===== src/rtl/vfp_src_pkg.sv =====
// Shared types and default constants for the AXI4-Stream video frame source.
package vfp_src_pkg;

    typedef enum logic [1:0] {
        IDLE   = 2'd0,
        LINE   = 2'd1,
        HBLANK = 2'd2
    } src_state_e;

    typedef enum logic [1:0] {
        PAT_SOLID = 2'd0,
        PAT_RAMP  = 2'd1,
        PAT_BARS  = 2'd2,
        PAT_CHECK = 2'd3
    } pattern_e;

    localparam int DEF_DATA_W    = 8;
    localparam int DEF_NUM_CH    = 3;
    localparam int DEF_PPB       = 1;
    localparam int DEF_DIM_W     = 16;
    localparam int DEF_BAR_SHIFT = 5;
    localparam int DEF_CHK_SHIFT = 3;

    // Colour-bar index bit that blanks channel ch (R/G/B cycle for >3 channels).
    function automatic int bar_bit(input int ch);
        return ch % 3;
    endfunction

endpackage


===== src/rtl/vfp_pattern_pixel.sv =====
// Combinational colour of one pixel from the selected test pattern and its coordinates.
module vfp_pattern_pixel
    import vfp_src_pkg::*;
#(
    parameter int DATA_W    = DEF_DATA_W,
    parameter int NUM_CH    = DEF_NUM_CH,
    parameter int DIM_W     = DEF_DIM_W,
    parameter int PX_W      = DEF_DIM_W + 8,
    parameter int BAR_SHIFT = DEF_BAR_SHIFT,
    parameter int CHK_SHIFT = DEF_CHK_SHIFT
) (
    input  logic [1:0]               mode_i,
    input  logic [PX_W-1:0]          px_i,
    input  logic [DIM_W-1:0]         py_i,
    input  logic [DATA_W*NUM_CH-1:0] solid_i,
    output logic [DATA_W*NUM_CH-1:0] pix_o
);

    logic [2:0] bar_idx_s;
    logic       chk_s;

    assign bar_idx_s = 3'(px_i >> BAR_SHIFT);
    assign chk_s     = 1'((px_i >> CHK_SHIFT) ^ (PX_W'(py_i) >> CHK_SHIFT));

    // Per-channel colour selection for the active pattern.
    always_comb begin
        pix_o = {(DATA_W*NUM_CH){1'b0}};
        for (int c = 0; c < NUM_CH; c++) begin
            case (pattern_e'(mode_i))
                PAT_SOLID: pix_o[c*DATA_W +: DATA_W] = solid_i[c*DATA_W +: DATA_W];
                PAT_RAMP:  pix_o[c*DATA_W +: DATA_W] = px_i[DATA_W-1:0];
                PAT_BARS: begin
                    if (bar_idx_s[bar_bit(c)] == 1'b0) begin
                        pix_o[c*DATA_W +: DATA_W] = {DATA_W{1'b1}};
                    end else begin
                        pix_o[c*DATA_W +: DATA_W] = {DATA_W{1'b0}};
                    end
                end
                PAT_CHECK: begin
                    if (chk_s) begin
                        pix_o[c*DATA_W +: DATA_W] = {DATA_W{1'b1}};
                    end else begin
                        pix_o[c*DATA_W +: DATA_W] = {DATA_W{1'b0}};
                    end
                end
                default:   pix_o[c*DATA_W +: DATA_W] = {DATA_W{1'b0}};
            endcase
        end
    end

endmodule


===== src/rtl/vfp_axis_frame_source.sv =====
// AXI4-Stream video frame generator with programmable geometry, horizontal
// blanking, runtime test patterns and frame statistics.
// Optional: define VFP_FRAME_SUM_EN to add the frame_sum output (32-bit
// modular sum of all beats of the last completed frame).
module vfp_axis_frame_source
    import vfp_src_pkg::*;
#(
    parameter int DATA_W    = DEF_DATA_W,
    parameter int NUM_CH    = DEF_NUM_CH,
    parameter int PPB       = DEF_PPB,
    parameter int DIM_W     = DEF_DIM_W,
    parameter int BAR_SHIFT = DEF_BAR_SHIFT,
    parameter int CHK_SHIFT = DEF_CHK_SHIFT
) (
    input  logic                            ACLK,
    input  logic                            reset,
    input  logic                            enable,
    input  logic [1:0]                      mode,
    input  logic [DIM_W-1:0]                h_beats,
    input  logic [DIM_W-1:0]                v_lines,
    input  logic [7:0]                      h_blank,
    input  logic [DATA_W*NUM_CH-1:0]        solid_color,
    input  logic                            m_axis_tready,
    output logic                            m_axis_tvalid,
    output logic [DATA_W*NUM_CH*PPB-1:0]    m_axis_tdata,
    output logic                            m_axis_tuser,
    output logic                            m_axis_tlast,
    output logic                            frame_done,
    output logic [31:0]                     frame_count
`ifdef VFP_FRAME_SUM_EN
    ,
    output logic [31:0]                     frame_sum
`endif
);

    localparam int PIX_W  = DATA_W * NUM_CH;
    localparam int BEAT_W = PIX_W * PPB;
    localparam int PX_W   = DIM_W + 8;

    src_state_e        state_q, state_d;
    logic [DIM_W-1:0]  x_q, x_d, y_q, y_d;
    logic [7:0]        blank_q, blank_d;
    logic [1:0]        mode_q, mode_d;
    logic [DIM_W-1:0]  hb_q, hb_d, vl_q, vl_d;
    logic [7:0]        hbl_q, hbl_d;
    logic [PIX_W-1:0]  solid_q, solid_d;
    logic              tvalid_q, tvalid_d, tuser_q, tuser_d, tlast_q, tlast_d;
    logic [BEAT_W-1:0] tdata_q, tdata_d;
    logic              done_q, done_d;
    logic [31:0]       count_q, count_d;
    logic [BEAT_W-1:0] pattern_s;
    logic              accept_s, start_ok_s, last_x_s, last_y_s, eof_s, launch_s, load_s;

    assign accept_s   = tvalid_q & m_axis_tready;
    assign start_ok_s = enable && (h_beats != {DIM_W{1'b0}}) && (v_lines != {DIM_W{1'b0}});
    assign last_x_s   = (x_q == hb_q - DIM_W'(1));
    assign last_y_s   = (y_q == vl_q - DIM_W'(1));
    assign eof_s      = (state_q == LINE) && accept_s && last_x_s && last_y_s;
    // A frame starts from IDLE or back-to-back right after the previous frame ends.
    assign launch_s   = start_ok_s && ((state_q == IDLE) || eof_s);
    // Output registers may take a new beat unless a presented beat is stalled.
    assign load_s     = !tvalid_q || m_axis_tready;

    // Pixel colours of the beat that will be presented next (coordinates x_d/y_d).
    for (genvar p = 0; p < PPB; p++) begin : g_pix
        logic [PX_W-1:0] px_s;
        assign px_s = PX_W'(x_d) * PX_W'(PPB) + PX_W'(p);
        vfp_pattern_pixel #(
            .DATA_W    (DATA_W),
            .NUM_CH    (NUM_CH),
            .DIM_W     (DIM_W),
            .PX_W      (PX_W),
            .BAR_SHIFT (BAR_SHIFT),
            .CHK_SHIFT (CHK_SHIFT)
        ) u_pix (
            .mode_i  (mode_d),
            .px_i    (px_s),
            .py_i    (y_d),
            .solid_i (solid_d),
            .pix_o   (pattern_s[p*PIX_W +: PIX_W])
        );
    end

    // State, counters, latched frame config and registered stream outputs.
    always_ff @(posedge ACLK or posedge reset) begin
        if (reset) begin
            state_q  <= IDLE;
            x_q      <= {DIM_W{1'b0}};
            y_q      <= {DIM_W{1'b0}};
            blank_q  <= 8'd0;
            mode_q   <= 2'd0;
            hb_q     <= {DIM_W{1'b0}};
            vl_q     <= {DIM_W{1'b0}};
            hbl_q    <= 8'd0;
            solid_q  <= {PIX_W{1'b0}};
            tvalid_q <= 1'b0;
            tdata_q  <= {BEAT_W{1'b0}};
            tuser_q  <= 1'b0;
            tlast_q  <= 1'b0;
            done_q   <= 1'b0;
            count_q  <= 32'd0;
        end else begin
            state_q  <= state_d;
            x_q      <= x_d;
            y_q      <= y_d;
            blank_q  <= blank_d;
            mode_q   <= mode_d;
            hb_q     <= hb_d;
            vl_q     <= vl_d;
            hbl_q    <= hbl_d;
            solid_q  <= solid_d;
            tvalid_q <= tvalid_d;
            tdata_q  <= tdata_d;
            tuser_q  <= tuser_d;
            tlast_q  <= tlast_d;
            done_q   <= done_d;
            count_q  <= count_d;
        end
    end

    // Next state: beat/line walk, blanking countdown, config latch at frame start.
    always_comb begin
        state_d = state_q;
        x_d     = x_q;
        y_d     = y_q;
        blank_d = blank_q;
        mode_d  = mode_q;
        hb_d    = hb_q;
        vl_d    = vl_q;
        hbl_d   = hbl_q;
        solid_d = solid_q;
        case (state_q)
            IDLE: state_d = IDLE;
            LINE: begin
                if (accept_s) begin
                    if (!last_x_s) begin
                        x_d = x_q + DIM_W'(1);
                    end else if (last_y_s) begin
                        state_d = IDLE;
                        x_d     = {DIM_W{1'b0}};
                        y_d     = {DIM_W{1'b0}};
                    end else if (hbl_q != 8'd0) begin
                        state_d = HBLANK;
                        blank_d = 8'd0;
                    end else begin
                        x_d = {DIM_W{1'b0}};
                        y_d = y_q + DIM_W'(1);
                    end
                end else begin
                    state_d = LINE;
                end
            end
            HBLANK: begin
                if (blank_q == hbl_q - 8'd1) begin
                    state_d = LINE;
                    x_d     = {DIM_W{1'b0}};
                    y_d     = y_q + DIM_W'(1);
                end else begin
                    blank_d = blank_q + 8'd1;
                end
            end
            default: state_d = IDLE;
        endcase
        if (launch_s) begin
            state_d = LINE;
            x_d     = {DIM_W{1'b0}};
            y_d     = {DIM_W{1'b0}};
            mode_d  = mode;
            hb_d    = h_beats;
            vl_d    = v_lines;
            hbl_d   = h_blank;
            solid_d = solid_color;
        end else begin
            mode_d = mode_q;
        end
    end

    // Output next values: hold while stalled, otherwise describe the next beat.
    always_comb begin
        tvalid_d = tvalid_q;
        tdata_d  = tdata_q;
        tuser_d  = tuser_q;
        tlast_d  = tlast_q;
        if (load_s) begin
            tvalid_d = (state_d == LINE);
            tdata_d  = (state_d == LINE) ? pattern_s : {BEAT_W{1'b0}};
            tuser_d  = (state_d == LINE) && (x_d == {DIM_W{1'b0}}) && (y_d == {DIM_W{1'b0}});
            tlast_d  = (state_d == LINE) && (x_d == hb_d - DIM_W'(1));
        end else begin
            tvalid_d = tvalid_q;
        end
        done_d  = eof_s;
        count_d = eof_s ? count_q + 32'd1 : count_q;
    end

    assign m_axis_tvalid = tvalid_q;
    assign m_axis_tdata  = tdata_q;
    assign m_axis_tuser  = tuser_q;
    assign m_axis_tlast  = tlast_q;
    assign frame_done    = done_q;
    assign frame_count   = count_q;

`ifdef VFP_FRAME_SUM_EN
    logic [31:0] sum_q, sum_d, fsum_q, fsum_d;

    // Running beat sum restarted at the first beat; snapshot taken at frame end.
    always_comb begin
        sum_d  = sum_q;
        fsum_d = fsum_q;
        if (accept_s) begin
            sum_d = (tuser_q ? 32'd0 : sum_q) + 32'(tdata_q);
        end else begin
            sum_d = sum_q;
        end
        if (eof_s) begin
            fsum_d = sum_d;
        end else begin
            fsum_d = fsum_q;
        end
    end

    // Frame statistics registers.
    always_ff @(posedge ACLK or posedge reset) begin
        if (reset) begin
            sum_q  <= 32'd0;
            fsum_q <= 32'd0;
        end else begin
            sum_q  <= sum_d;
            fsum_q <= fsum_d;
        end
    end

    assign frame_sum = fsum_q;
`endif

endmodule


===== config.mk =====
export PLATFORM = sky130hd
export DESIGN_NAME = vfp_axis_frame_source
export DESIGN_NICKNAME = d
export VERILOG_FILES = /design/src/rtl/vfp_src_pkg.sv /design/src/rtl/vfp_pattern_pixel.sv /design/src/rtl/vfp_axis_frame_source.sv
export SDC_FILE = /design/constraint.sdc
export NUM_CORES = 1
export LEC_CHECK = 0
export ABC_CLOCK_PERIOD_IN_PS = 6200
export BUFFER_PORTS_ARGS = -buffer_cell sky130_fd_sc_hd__buf_4
export CAP_MARGIN = 40
export CORE_AREA = 4 4 145 147
export CTS_BUF_LIST = sky130_fd_sc_hd__clkbuf_4 sky130_fd_sc_hd__clkbuf_8
export DETAILED_ROUTE_END_ITERATION = 16
export DIE_AREA = 0 0 149 151
export HOLD_SLACK_MARGIN = 0.02
export PLACE_DENSITY_LB_ADDON = 0.15
export SETUP_SLACK_MARGIN = 0.5
export SLEW_MARGIN = 20
export SYNTH_ARGS = -nofsm -noshare
export SYNTH_HDL_FRONTEND = slang
export SYNTH_SLANG_ARGS = --single-unit

===== constraint.sdc =====
create_clock -name ACLK -period 6.2 [get_ports ACLK]
set_clock_uncertainty 0.15 [all_clocks]
set_input_delay 0.93 -clock ACLK [delete_from_list [all_inputs] [get_ports ACLK]]
set_output_delay 0.93 -clock ACLK [all_outputs]
set_load 0.005 [all_outputs]

=== Word level (Yosys, flattened, before mapping) ===
Index checks and enable logic that the tools add are counted.

* Add/subtract/negate cells: 8
* Eq/ne operators: 15
* Muxes and demuxes: 38
* Bitwise operators: 2
* Reduce and logical (&&, ||, !) cells: 21

{| class="wikitable"
|+ Operator list
! cell !! count
|-
| $mux W16 || 13
|-
| $pmux W8 S4 || 3
|-
| $mux W8 || 9
|-
| $pmux W16 S2 || 2
|-
| $eq A16 B16 Y1 || 3
|-
| $mux W24 || 2
|-
| $sub A16 B1 Y16 const B || 3
|-
| $add A16 B1 Y16 const B || 2
|-
| $add A32 B1 Y32 const B || 1
|-
| $logic_not A16 Y1 || 2
|-
| $reduce_bool A16 Y1 || 2
|-
| $pmux W8 S2 || 1
|-
| $mux W2 || 7
|-
| $logic_and A1 B1 Y1 || 9
|-
| $add A8 B1 Y8 const B || 1
|-
| $eq A8 B8 Y1 || 1
|-
| $ne A2 B2 Y1 const B || 4
|-
| $reduce_bool A8 Y1 || 1
|-
| $sub A8 B1 Y8 const B || 1
|-
| $eq A2 B1 Y1 const B || 3
|-
| $eq A2 B2 Y1 const B || 3
|-
| $reduce_and A6 Y1 || 1
|-
| $logic_not A2 Y1 || 2
|-
| $pmux W2 S2 || 1
|-
| other kinds (6) || 7
|}

* Register bits after elaboration: 168
* Input bits: 70
* Output and inout port bits: 60
* Logic and storage cells: 99

=== Logic depth before layout (Yosys ltp) ===
Gate-level depths: netlist (run 1).

* Word-level depth: 11
* Depth in mapped cells: 29
* Gate-level depth less buffers: 22

=== Modules after synthesis ===
A second synthesis (run 1) with hierarchy kept.

* Cells, all modules: 1,274
* Area, all modules: 10,810.4 um^2

{| class="wikitable"
|+ Modules (own cells, without submodules)
! module !! times used !! cells each !! area an instance (um^2)
|-
| vfp_axis_frame_source || 1 || 1,203 || 10,283.6
|-
| vfp_pattern_pixel || 1 || 71 || 526.8
|}

=== Worst setup path before layout (run 1) ===
OpenSTA, ideal clock, no wires.

* Kind: register to register
* Start point: register hb_q[0]
* End point: register tlast_q (netlist: m_axis_tlast)
* Setup time: 104 ps
* Arrival time: 6,326 ps
* Setup slack: -380 ps
* Cell stages (with the launch flop): 29
* Buffers on the path: 7
* Path through: dfrtp_1 clkbuf_1 inv_1 ha_1 clkbuf_1 or4b_1 clkbuf_1 o31a_1 nor4_1 o31ai_1 nand2b_1 nor4_4 o21a_2 buf_2 clkbuf_1 buf_1 clkbuf_1 nor2_1 a21oi_1 ha_1 nand2_1 o21ai_0 o21ai_0 o21ai_0 nand4_1 o21a_1 a2111o_1 or4b_1 o41ai_2

* Cells in the longest elaborated chain, start to end: 10
* Elaborated cells on any way between the ends: 19
* Those cells by class: add/sub (2); eq/ne (3); mux (9); reduce/logical (5)

{| class="wikitable"
|+ Ends and longest elaborated chain
! what !! RTL line !! text
|-
| start: declaration || vfp_axis_frame_source.sv:44 || <nowiki>logic [DIM_W-1:0] hb_q, hb_d, vl_q, vl_d;</nowiki>
|-
| start signal: assignment || vfp_axis_frame_source.sv:92 || <nowiki>hb_q <= {DIM_W{1'b0}};</nowiki>
|-
| $sub A16 B1 Y16 || vfp_axis_frame_source.sv:56 || <nowiki>assign last_x_s = (x_q == hb_q - DIM_W'(1));</nowiki>
|-
| $eq A16 B16 Y1 || vfp_axis_frame_source.sv:56 ||
|-
| $logic_and A1 B1 Y1 (2 in a row) || vfp_axis_frame_source.sv:58 || <nowiki>assign eof_s = (state_q == LINE) && accept_s && last_x_s && last_y_s;</nowiki>
|-
| $logic_or A1 B1 Y1 || vfp_axis_frame_source.sv:60 || <nowiki>assign launch_s = start_ok_s && ((state_q == IDLE) || eof_s);</nowiki>
|-
| $logic_and A1 B1 Y1 || vfp_axis_frame_source.sv:60 ||
|-
| $mux W16 || vfp_axis_frame_source.sv:164 || <nowiki>if (launch_s) begin</nowiki>
|-
| $sub A16 B1 Y16 || vfp_axis_frame_source.sv:188 || <nowiki>tlast_d = (state_d == LINE) && (x_d == hb_d - DIM_W'(1));</nowiki>
|-
| $eq A16 B16 Y1 || vfp_axis_frame_source.sv:188 ||
|-
| $logic_and A1 B1 Y1 (*) || vfp_axis_frame_source.sv:188 ||
|-
| end signal: assignment || vfp_axis_frame_source.sv:115 || <nowiki>tlast_q <= tlast_d;</nowiki>
|-
| end: declaration || vfp_axis_frame_source.sv:47 || <nowiki>logic tvalid_q, tvalid_d, tuser_q, tuser_d, tlast_q, tlast_d;</nowiki>
|}

Mark *: on every way between the ends. The rest lies on a longest branch, timed or not.
A chain may end at the register's enable or synchronous reset.

=== Worst setup path in the final report (run 1) ===
* Start point: register vl_q[0]
* End point: register tlast_q (netlist: m_axis_tlast)

* Cells in the longest elaborated chain, start to end: 9
* Elaborated cells on any way between the ends: 20
* Those cells by class: add/sub (2); eq/ne (3); mux (11); reduce/logical (4)

{| class="wikitable"
|+ Ends and longest elaborated chain
! what !! RTL line !! text
|-
| start: declaration || vfp_axis_frame_source.sv:44 ||
|-
| start signal: assignment || vfp_axis_frame_source.sv:93 || <nowiki>vl_q <= {DIM_W{1'b0}};</nowiki>
|-
| start signal: assignment || vfp_axis_frame_source.sv:109 || <nowiki>vl_q <= vl_d;</nowiki>
|-
| $sub A16 B1 Y16 (*) || vfp_axis_frame_source.sv:57 || <nowiki>assign last_y_s = (y_q == vl_q - DIM_W'(1));</nowiki>
|-
| $eq A16 B16 Y1 (*) || vfp_axis_frame_source.sv:57 ||
|-
| $logic_and A1 B1 Y1 (tied with other cells) || vfp_axis_frame_source.sv:58 ||
|-
| $logic_or A1 B1 Y1 (tied with other cells) || vfp_axis_frame_source.sv:60 ||
|-
| $logic_and A1 B1 Y1 (tied with other cells) || vfp_axis_frame_source.sv:60 ||
|-
| $mux W16 (tied with other cells) || vfp_axis_frame_source.sv:164 ||
|-
| $sub A16 B1 Y16 (tied with other cells) || vfp_axis_frame_source.sv:188 ||
|-
| $eq A16 B16 Y1 / $eq A2 B1 Y1 (equally long branches) || vfp_axis_frame_source.sv:188 ||
|-
| $logic_and A1 B1 Y1 (*) || vfp_axis_frame_source.sv:188 ||
|}

Marks and branches as above.

==> results of run 1 <==
==> cells in the mapped netlist, types with 5 or more instances <==
library cell | count | area [um^2]
a21o_1 | 10 | 75.1
buf_1 | 10 | 37.5
and3_1 | 19 | 119
and2_1 | 13 | 81.3
a21oi_1 | 50 | 250
clkbuf_1 | 50 | 188
a41oi_1 | 5 | 43.8
nor2_1 | 81 | 304
o21a_1 | 8 | 60.1
xor2_1 | 39 | 342
nand2_1 | 262 | 983
or4_1 | 12 | 90.1
ha_1 | 11 | 138
mux2i_1 | 10 | 100
o21ai_0 | 90 | 450
or2_2 | 6 | 37.5
o31a_1 | 5 | 43.8
o211ai_1 | 30 | 225
a211oi_1 | 6 | 45.0
dfrtp_1 | 168 | 4200
nand3_1 | 43 | 215
inv_1 | 32 | 120
buf_2 | 11 | 55.1
nand2b_1 | 15 | 93.8
a211o_1 | 5 | 43.8
mux2_2 | 5 | 56.3
nor3_1 | 35 | 175
or3_1 | 13 | 81.3
a31oi_1 | 10 | 62.6
nor4b_1 | 6 | 52.6
xnor2_1 | 62 | 543
nand4_1 | 24 | 150
nor2b_1 | 12 | 75.1
nor4_1 | 23 | 144
==> repair_timing <==
action                                  4_1_cts  5_1_grt
gates resized for setup                       2       11
buffers inserted                              0        8
endpoints found under the setup margin        1        9
endpoints found under the hold margin         0        0
pin swaps                                     0        2
==> worst min-delay path by stage <==
stage	slack, ps	start	depth (start not counted)	to
4_1_cts	280	reset	2	frame_count[22]$_DFFE_PP0P_
3_3_place_gp	300	solid_q[13]$_DFF_PP0_	2	solid_q[13]$_DFF_PP0_
6_report	290	reset	2	frame_count[22]$_DFFE_PP0P_
3_5_place_dp	300	solid_q[21]$_DFF_PP0_	2	solid_q[21]$_DFF_PP0_
2_1_floorplan	290	solid_q[10]$_DFF_PP0_	2	solid_q[10]$_DFF_PP0_
5_1_grt	290	reset	2	frame_count[22]$_DFFE_PP0P_
==> routing by layer <==
layer  part of all wire  wire [um]  GRT usage
met4              0.020        612     0.0796
met1               0.44      13400      0.391
met3              0.079       2410     0.0512
met5                  0          0          0
met2               0.46      14200      0.425
==> area by class of cell <==
type / count / share of cell area
clock buffer: 17 / 0.0189
timing repair buffer: 156 / 0.0981
clock inverter: 15 / 0.0126
multi-input combinational: 1007 / 0.494
inverter: 32 / 0.0103
tap: 270 / 0.0272
sequential: 168 / 0.339
==> flip-flops by register name (all words and copies together) (netlist names) <==
register       cells
frame_count       32
m_axis_tdata      24
solid_q           24
hb_q              16
vl_q              16
x_q               16
y_q               16
blank_q            8
hbl_q              8
mode_q             2
state_q            2
frame_done         1
m_axis_tlast       1
m_axis_tuser       1
m_axis_tvalid      1
==> kinds of logic after synthesis <==
logic type                 Yosys count
buffers and inverters              106
AOI/OAI and AO/OA                  281
and+or+nand+nor                    598
muxes                               15
adders and majority gates           11
DFF                                168
xor gates and xnor gates           102
==> stage by stage <==
step | worst slack [ps] | util
after floorplan | 436 | -
after global placement | 464 | 0.594
after detailed placement | 357 | 0.596
after CTS | 523 | 0.616
after global routing | 353 | 0.623
final | 639 | 0.623
==> power breakdown <==
group          total (mW)  switching, mW  internal (mW)  leakage (nW)
Clock               0.787          0.485          0.302         0.195
Sequential           1.69          0.325           1.36          2.21
Combinational        2.02           1.21          0.812          3.26
==> results.json, run 1 <==
{
  "design_area_um2": 12400,
  "crit_slowest_cell": "or4b_1",
  "cts_max_path_buffers": 2,
  "drive_above_1_share": 0.173,
  "io_pins": 130,
  "fin_cells": 1665,
  "seq_area_um2": 4200,
  "power.leakage_nw": 5.66,
  "finalHoldViolCount": 0,
  "antenna_found_initial": 0,
  "clk_pin_slew_worst_paths_ps": 110,
  "grt-ovfl-total": 0,
  "synthMuxAreaShare": 0.0147,
  "synth_nets": 1362,
  "critical_path_depth": 19,
  "first_pass_iters": 5,
  "io_buffers": 129,
  "routed_wl_um": 30700,
  "reg2reg_from": "vl_q[0]$_DFFE_PP0N_",
  "via_per_inst": 6.03,
  "start_kind": "flip-flop",
  "syn2layout_area_growth_pct": 16.5,
  "final_nets": 1463,
  "rows": 52,
  "worstPathRequired_ps": 6430,
  "synth.distinct_cells": 86,
  "insertion_delay_ps": 480,
  "setup_viol": 0,
  "finalSetupTns_ps": 0,
  "ys.flop_type": "dfrtp_1",
  "multi_input_area_um2": 6130,
  "drt-wirelength-per-cell_um": 18.4,
  "worst_pin_slew_ps": 863,
  "yosysSeqAreaShare": 0.395,
  "syn_inst": 1281,
  "layout_common_cells": "260 x nand2_1, 168 x dfrtp_1, 151 x buf_4",
  "synth_top_family_by_area": "simple AND/OR/NAND/NOR gates",
  "grt_max_degree": 76,
  "antenna_left": 0,
  "vias": 10000,
  "cts_tree": "yes",
  "yosysWarnings": 0,
  "grt_first_pass_wirelength_um": 49200,
  "hold_ws_ps": 286,
  "r2r-end": "m_axis_tlast$_DFFE_PP0P_",
  "fp.dieArea_um2": 22500,
  "end_kind": "flip-flop",
  "rsz0062_at_grt": "yes",
  "powerDensity_nw_per_um2": 362,
  "cts_buffers": 17,
  "worstPathCellList": "inv_1 > ha_1 > or3b_1 > or4_1 > o22ai_1 > a2bb2oi_2 > nand4_4 > nor4_4 > o21a_4 > nor2_1 > a21oi_2 > ha_2 > nand2_2 > nor3_2 > xnor2_1 > xnor2_1 > a2111o_1 > or4b_1 > o41ai_2",
  "criticalPathCategory": "flip-flop to flip-flop",
  "synth-compound-area-share": 0.176,
  "ir_worst_vdd_mv": 0.250,
  "cap_violations": 0,
  "relSlewSlack": 0.419,
  "syn_area_um2": 10600,
  "fp.dieH_um": 151,
  "finalPower_mw": 4.49,
  "slowest_delay_ps": 550,
  "critPathCapture": "m_axis_tlast$_DFFE_PP0P_",
  "layout_commonest_cell": "nand2_1",
  "critical_path_buf_inv_count": 1,
  "async_flop_share": 1.00,
  "placedInstanceArea_um2": 11900,
  "core_area_um2": 19900,
  "crit_start": "vl_q[0]$_DFFE_PP0N_",
  "dp_cells": 1624,
  "ff2ff_path_depth": 19,
  "drc_errors": 0,
  "period_minus_slack_ps": 5560,
  "max_freq_ghz": 0.180,
  "antennaDiodeCount": 0,
  "synth_seq_cells": 168,
  "hold_buffers": 0,
  "synth_xor_xnor_area_share": 0.0852,
  "finalMaxSlewViolations": 0,
  "start_util": 0.535,
  "grt_pass1_vias": 9358,
  "crit_family": "simple AND/OR/NAND/NOR gates",
  "htree_levels": 4,
  "grt_usage": 0.273,
  "die_width_um": 149,
  "clock-root-buffer": "clkbuf_8",
  "hold_path.class": "primary input to async pin",
  "arrival_ps": 5790,
  "rrSetupSlack_ps": 640,
  "cp_max_fo": 10,
  "crit_top_cell": "xnor2_1",
  "post-route-period-util": 0.897,
  "post-dp-hpwl_um": 22300,
  "drt_iter0_drc": 897,
  "fillers": 1784,
  "avgSynthCellArea_um2": 8.31,
  "cts.sinks": 168,
  "run_status": "finished clean",
  "place.gp.congestion": 0.962,
  "synth_edf_count": 0,
  "synthAdderAreaFrac": 0.0129,
  "yosys.area_share.simple": 0.275
}
Note: power is estimated with default switching activity, not from simulation.
==> run 2, diff against run 1 <==
--- a/config.mk
+++ b/config.mk
@@ -8,10 +8,10 @@
 export ABC_CLOCK_PERIOD_IN_PS = 6200
 export BUFFER_PORTS_ARGS = -buffer_cell sky130_fd_sc_hd__buf_4
 export CAP_MARGIN = 40
-export CORE_AREA = 4 4 145 147
+export CORE_AREA = 4 4 212 214
 export CTS_BUF_LIST = sky130_fd_sc_hd__clkbuf_4 sky130_fd_sc_hd__clkbuf_8
 export DETAILED_ROUTE_END_ITERATION = 16
-export DIE_AREA = 0 0 149 151
+export DIE_AREA = 0 0 216 218
 export HOLD_SLACK_MARGIN = 0.02
 export PLACE_DENSITY_LB_ADDON = 0.15
 export SETUP_SLACK_MARGIN = 0.5
==> run 2 against run 1 <==
  * Register-to-register slack improved by 120 ps
  * Total power rose by 3.8%
  * Wire length rose by 20%
  * Die area rose by 110%
  * Non-clock buffer count rose by 13
  * Clock power rose by 5.8%
  * Maximum frequency rose by 2.1%
  * Setup slack improved by 120 ps
  * Global-route usage fell by 12 points
  * Critical endpoint unchanged
  * Largest cell class unchanged
==> results.json, run 2 (synthesis results as in run 1) <==
{
  "post-route-period-util": 0.878,
  "drt-wirelength-per-cell_um": 18.5,
  "vias": 9797,
  "drt_iter0_drc": 576,
  "post-place-ws_ps": 468,
  "cap_violations": 0,
  "layout_commonest_cell": "nand2_1",
  "design_area_um2": 12900,
  "dp_cells": 1954,
  "fin_cells": 1994,
  "hold_buffers": 0,
  "start_kind": "flip-flop",
  "finalSetupTns_ps": 0,
  "slowest_delay_ps": 640,
  "fp.dieArea_um2": 47100,
  "utilization": 0.301,
  "finalMaxSlewViolations": 0,
  "cts_tree": "yes",
  "setup_viol": 0,
  "largest_reg_flops": 32,
  "setup_ws_ps": 754,
  "grt_first_pass_wirelength_um": 57900,
  "crit_slowest_cell": "or4b_4",
  "grt-ovfl-total": 0,
  "insertion_delay_ps": 500,
  "finalHoldViolCount": 0,
  "critical_path_buf_inv_count": 2,
  "grt_pass1_vias": 9710,
  "max_freq_ghz": 0.184,
  "arrival_ps": 5690,
  "rows": 76,
  "cp_max_fo": 10,
  "antenna_found_initial": 1,
  "crit_family": "simple AND/OR/NAND/NOR gates",
  "end_kind": "flip-flop",
  "power.leakage_nw": 5.74,
  "start_util": 0.248,
  "die_width_um": 216,
  "worstPathCellList": "inv_1 > ha_4 > nor4b_1 > or4_1 > a2111oi_0 > o211ai_1 > buf_4 > or4b_4 > nor4_4 > o21ai_0 > a21oi_2 > xor2_1 > a2111o_1 > or4b_1 > o41ai_2",
  "fp.dieH_um": 218,
  "fillers": 4640,
  "placedInstanceArea_um2": 12400,
  "seq_area_um2": 4200,
  "clock-root-buffer": "clkbuf_8",
  "run_status": "finished clean",
  "final_nets": 1476,
  "cts_buffers": 17,
  "hold_ws_ps": 256,
  "layout_common_cells": "260 x nand2_1, 168 x dfrtp_1, 164 x buf_4",
  "multi_input_area_um2": 6140,
  "criticalPathCategory": "flip-flop to flip-flop",
  "worst_pin_slew_ps": 757,
  "io_buffers": 129,
  "clk_pin_slew_worst_paths_ps": 110,
  "htree_levels": 4,
  "period_minus_slack_ps": 5450,
  "grt_usage": 0.155,
  "post-dp-hpwl_um": 27300,
  "antenna_left": 0,
  "hold_path.class": "primary input to async pin",
  "rsz0062_at_grt": "no",
  "cts.sinks": 168,
  "first_pass_iters": 5,
  "finalPower_mw": 4.66,
  "core_area_um2": 42900,
  "io_pins": 130,
  "powerDensity_nw_per_um2": 361,
  "relSlewSlack": 0.491,
  "ir_worst_vdd_mv": 0.144,
  "cts_max_path_buffers": 2,
  "drive_above_1_share": 0.181,
  "via_per_inst": 4.91,
  "routed_wl_um": 36800,
  "worstPathRequired_ps": 6440,
  "grt_max_degree": 103,
  "place.gp.congestion": 0.853,
  "drc_errors": 0,
  "syn2layout_area_growth_pct": 21.4
}
[run 2: cell types whose count changed in the layout (fill, tap and decap cells not counted), moves of 2 or more]
cell,previous run,this run
buf_4,151,164
buf_1,0,2
buf_6,2,0
clkinv_2,2,4
bufinv_16,0,2
clkinv_8,3,0
inv_8,5,1
[run 2: worst paths after layout]
| kind | slack, ps | depth (start not counted) | endpoint | startpoint |
|---|---|---|---|---|
| worst min register to register | 330 | 2 | solid_q[5]$_DFF_PP0_ | solid_q[5]$_DFF_PP0_ |
| worst max-delay path | 750 | 15 | m_axis_tlast$_DFFE_PP0P_ | hb_q[1]$_DFF_PP0_ |
| max in group asynchronous | 4700 | 3 | blank_q[4]$_DFFE_PP0P_ | reset |
| worst max register to register | 750 | 15 | m_axis_tlast$_DFFE_PP0P_ | hb_q[1]$_DFF_PP0_ |
| min in group ACLK | 330 | 2 | solid_q[5]$_DFF_PP0_ | solid_q[5]$_DFF_PP0_ |
| worst min-delay path | 260 | 2 | m_axis_tuser$_DFFE_PP0P_ | reset |
[run 2: repair_timing]
| item | 4_1_cts | 5_1_grt |
|---|---|---|
| resized for setup | 2 | 11 |
| pin swaps | 0 | 3 |
| setup endpoints to repair | 1 | 2 |
| buffers inserted | 0 | 4 |
[run 2: final cells by class]
type | instances | share of cell area
clock buffer | 19 | 0.0198
clock inverter | 13 | 0.0110
inverter | 32 | 0.00988
antenna | 1 | 0.000194
tap | 585 | 0.0566
sequential | 168 | 0.325
timing repair buffer | 169 | 0.102
multi-input combinational | 1007 | 0.476
[run 2: power breakdown]
group	total (mW)	internal, mW	switching [mW]	leakage [nW]
clock	0.833	0.378	0.455	0.206
sequential	1.68	1.36	0.316	2.21
combinational	2.15	0.864	1.28	3.32
total	4.66	2.60	2.05	5.74
[run 2: worst register-to-register path, delay by kind of cell (launching register included)]
kind	cells	cell delay, ps
flip-flops	1	450
AO/OA/AOI/OAI	6	1770
buffers and inverters	2	300
adder cells (fa/ha/maj)	1	210
AND/OR/NAND/NOR	5	2340
XOR/XNOR	1	130
[run 2: routing by layer]
layer,wire length (um),vias to the layer above,GRT usage,share of wire
li1,-,4780,-,-
met1,17700,4772,0.217,0.48
met2,17300,221,0.250,0.47
met3,1410,24,0.0300,0.038
met4,446,0,0.0365,0.012
met5,0,-,0,0
==> run 3, diff against run 2 <==
--- a/config.mk
+++ b/config.mk
@@ -14,6 +14,7 @@
 export DIE_AREA = 0 0 216 218
 export HOLD_SLACK_MARGIN = 0.02
 export PLACE_DENSITY_LB_ADDON = 0.15
+export REMOVE_ABC_BUFFERS = 1
 export SETUP_SLACK_MARGIN = 0.5
 export SLEW_MARGIN = 20
 export SYNTH_ARGS = -nofsm -noshare
==> run 3 against run 2 <==
  * Sequential share of layout area up 0.10 points
  * Global-route usage is essentially flat
  * First-iteration DRC count is 7.8% higher
  * Die area stayed put
  * Clock-buffer cell count down 1
  * Maximum frequency grew 0.32%
  * Total power hardly changed
  * Sequential power about the same
  * Non-clock buffer count is 6 lower
  * Combinational power about the same
  * Cell area is 0.23% lower
  * Critical endpoint unchanged
  * Largest power group unchanged
==> results.json, run 3 (synthesis results as in run 1) <==
{
  "grt_usage": 0.155,
  "layout_common_cells": "262 x nand2_1, 165 x dfrtp_1, 162 x buf_4",
  "post-route-period-util": 0.876,
  "crit_family": "compound AO/OA/AOI/OAI gates",
  "criticalPathCategory": "flip-flop to flip-flop",
  "setup_viol": 0,
  "clock-root-buffer": "clkbuf_8",
  "grt_first_pass_wirelength_um": 57800,
  "rows": 76,
  "critical_path_buf_inv_count": 3,
  "crit_slowest_cell": "or4b_4",
  "p_sw_frac": 0.450,
  "placedInstanceArea_um2": 12300,
  "rsz0062_at_grt": "yes",
  "routed_wl_um": 37000,
  "switchingPower_mw": 2.10,
  "first_pass_iters": 5,
  "via_per_inst": 4.92,
  "antenna_found_initial": 0,
  "drive_above_1_share": 0.182,
  "cts_tree": "yes",
  "slowest_delay_ps": 520,
  "grt_max_degree": 76,
  "seqPwrFrac": 0.363,
  "drc_errors": 0,
  "cts_buffers": 17,
  "power.leakage_nw": 5.70,
  "max_freq_ghz": 0.184,
  "post-dp-hpwl_um": 27500,
  "intPower_mw": 2.56,
  "worstPathCellList": "inv_1 > ha_4 > or4b_4 > o31a_1 > o21a_1 > o31ai_4 > nand2b_1 > nor4_4 > o21a_4 > buf_4 > a21oi_1 > ha_2 > buf_4 > nand2_1 > nor3_2 > xnor2_1 > xnor2_1 > a2111o_1 > or4b_1 > o41ai_2",
  "end_kind": "flip-flop",
  "cap_violations": 0,
  "start_util": 0.248,
  "htree_levels": 4,
  "layout_commonest_cell": "nand2_1",
  "relSlewSlack": 0.496,
  "cts.sinks": 168,
  "largest_reg_flops": 32,
  "insertion_delay_ps": 500,
  "finalHoldViolCount": 0,
  "fp.dieH_um": 218,
  "hold_path.class": "flip-flop to flip-flop",
  "die_width_um": 216,
  "combPwrFrac": 0.456,
  "grt_pass1_vias": 9731,
  "ir_worst_vdd_mv": 0.142,
  "drt-wirelength-per-cell_um": 18.6,
  "powerDensity_nw_per_um2": 362,
  "run_status": "finished clean",
  "design_area_um2": 12900,
  "finalMaxSlewViolations": 0,
  "clkPwrFrac": 0.181,
  "syn2layout_area_growth_pct": 21.1,
  "antennaDiodeCount": 0,
  "antenna_left": 0,
  "drt_iter0_drc": 621,
  "cp_max_fo": 10,
  "cts_max_path_buffers": 2,
  "place.gp.congestion": 0.867,
  "grt-ovfl-total": 0,
  "period_minus_slack_ps": 5430,
  "arrival_ps": 5670,
  "io_buffers": 129,
  "clk_pin_slew_worst_paths_ps": 100,
  "core_area_um2": 42900,
  "worstPathRequired_ps": 6440,
  "io_pins": 130,
  "hold_ws_ps": 331,
  "worst_pin_slew_ps": 746,
  "vias": 9784,
  "final_nets": 1470,
  "fp.dieArea_um2": 47100,
  "start_kind": "flip-flop"
}
## run 3: power by group through the flow
stage | Combinational, mW | Clock [mW] | Sequential (mW)
global route | 2.39 | 0.915 | 1.74
floorplan | 1.36 | 0 | 1.60
CTS | 2.08 | 0.879 | 1.68
global placement | 2.04 | 0 | 1.70
detailed placement | 2.04 | 0 | 1.70
finish | 2.13 | 0.845 | 1.69
## run 3: worst paths after layout
kind                                        from                          end  slack, ps  cells past startpoint
max in group asynchronous                  reset         solid_q[6]$_DFF_PP0_       4290                      3
hold reg to reg            solid_q[17]$_DFF_PP0_        solid_q[17]$_DFF_PP0_        330                      2
setup reg to reg               hb_q[0]$_DFF_PP0_     m_axis_tlast$_DFFE_PP0P_        770                     20
setup / recovery               hb_q[0]$_DFF_PP0_     m_axis_tlast$_DFFE_PP0P_        770                     20
hold / removal             solid_q[17]$_DFF_PP0_        solid_q[17]$_DFF_PP0_        330                      2
min in group asynchronous                  reset  frame_count[15]$_DFFE_PP0P_        390                      2
## run 3: metrics by stage
step | utilization | setup WS (ps) | power [mW] | std cells | TNS, ps
after floorplan | - | -1680 | 2.96 | 1207 | -42330
after global placement | 0.287 | 479 | 3.73 | 1950 | 0
after detailed placement | 0.287 | 404 | 3.74 | 1950 | 0
after CTS | 0.297 | 586 | 4.63 | 1986 | 0
after global routing | 0.301 | 402 | 5.04 | 1987 | 0
final | 0.301 | 772 | 4.66 | 1987 | 0
## run 3: repair_timing
| action | CTS | global route |
|---|---|---|
| hold buffers | 0 | 0 |
| pin swaps | 1 | 2 |
| gates resized for setup | 6 | 25 |
| endpoints found under the setup margin | 2 | 2 |
| setup buffers | 4 | 1 |
## run 3: worst min-delay path: stages, from the launching register on
cell and delay, ps:
dfrtp_1 330, nand2_1 50, nand2_1 70
## run 3: cell type report
type                       instances  area [um^2]
tap                              585          732
timing repair buffer             163         1240
clock buffer                      18          248
clock inverter                    14          158
inverter                          32          125
sequential                       168         4210
multi-input combinational       1007         6190
fill                            4608        30000
## run 3: metal layers
metal | global-route usage | routed length [um]
met3 | 0.0281 | 1510
met5 | 0 | 0
met1 | 0.213 | 17500
met4 | 0.0493 | 911
met2 | 0.249 | 17100
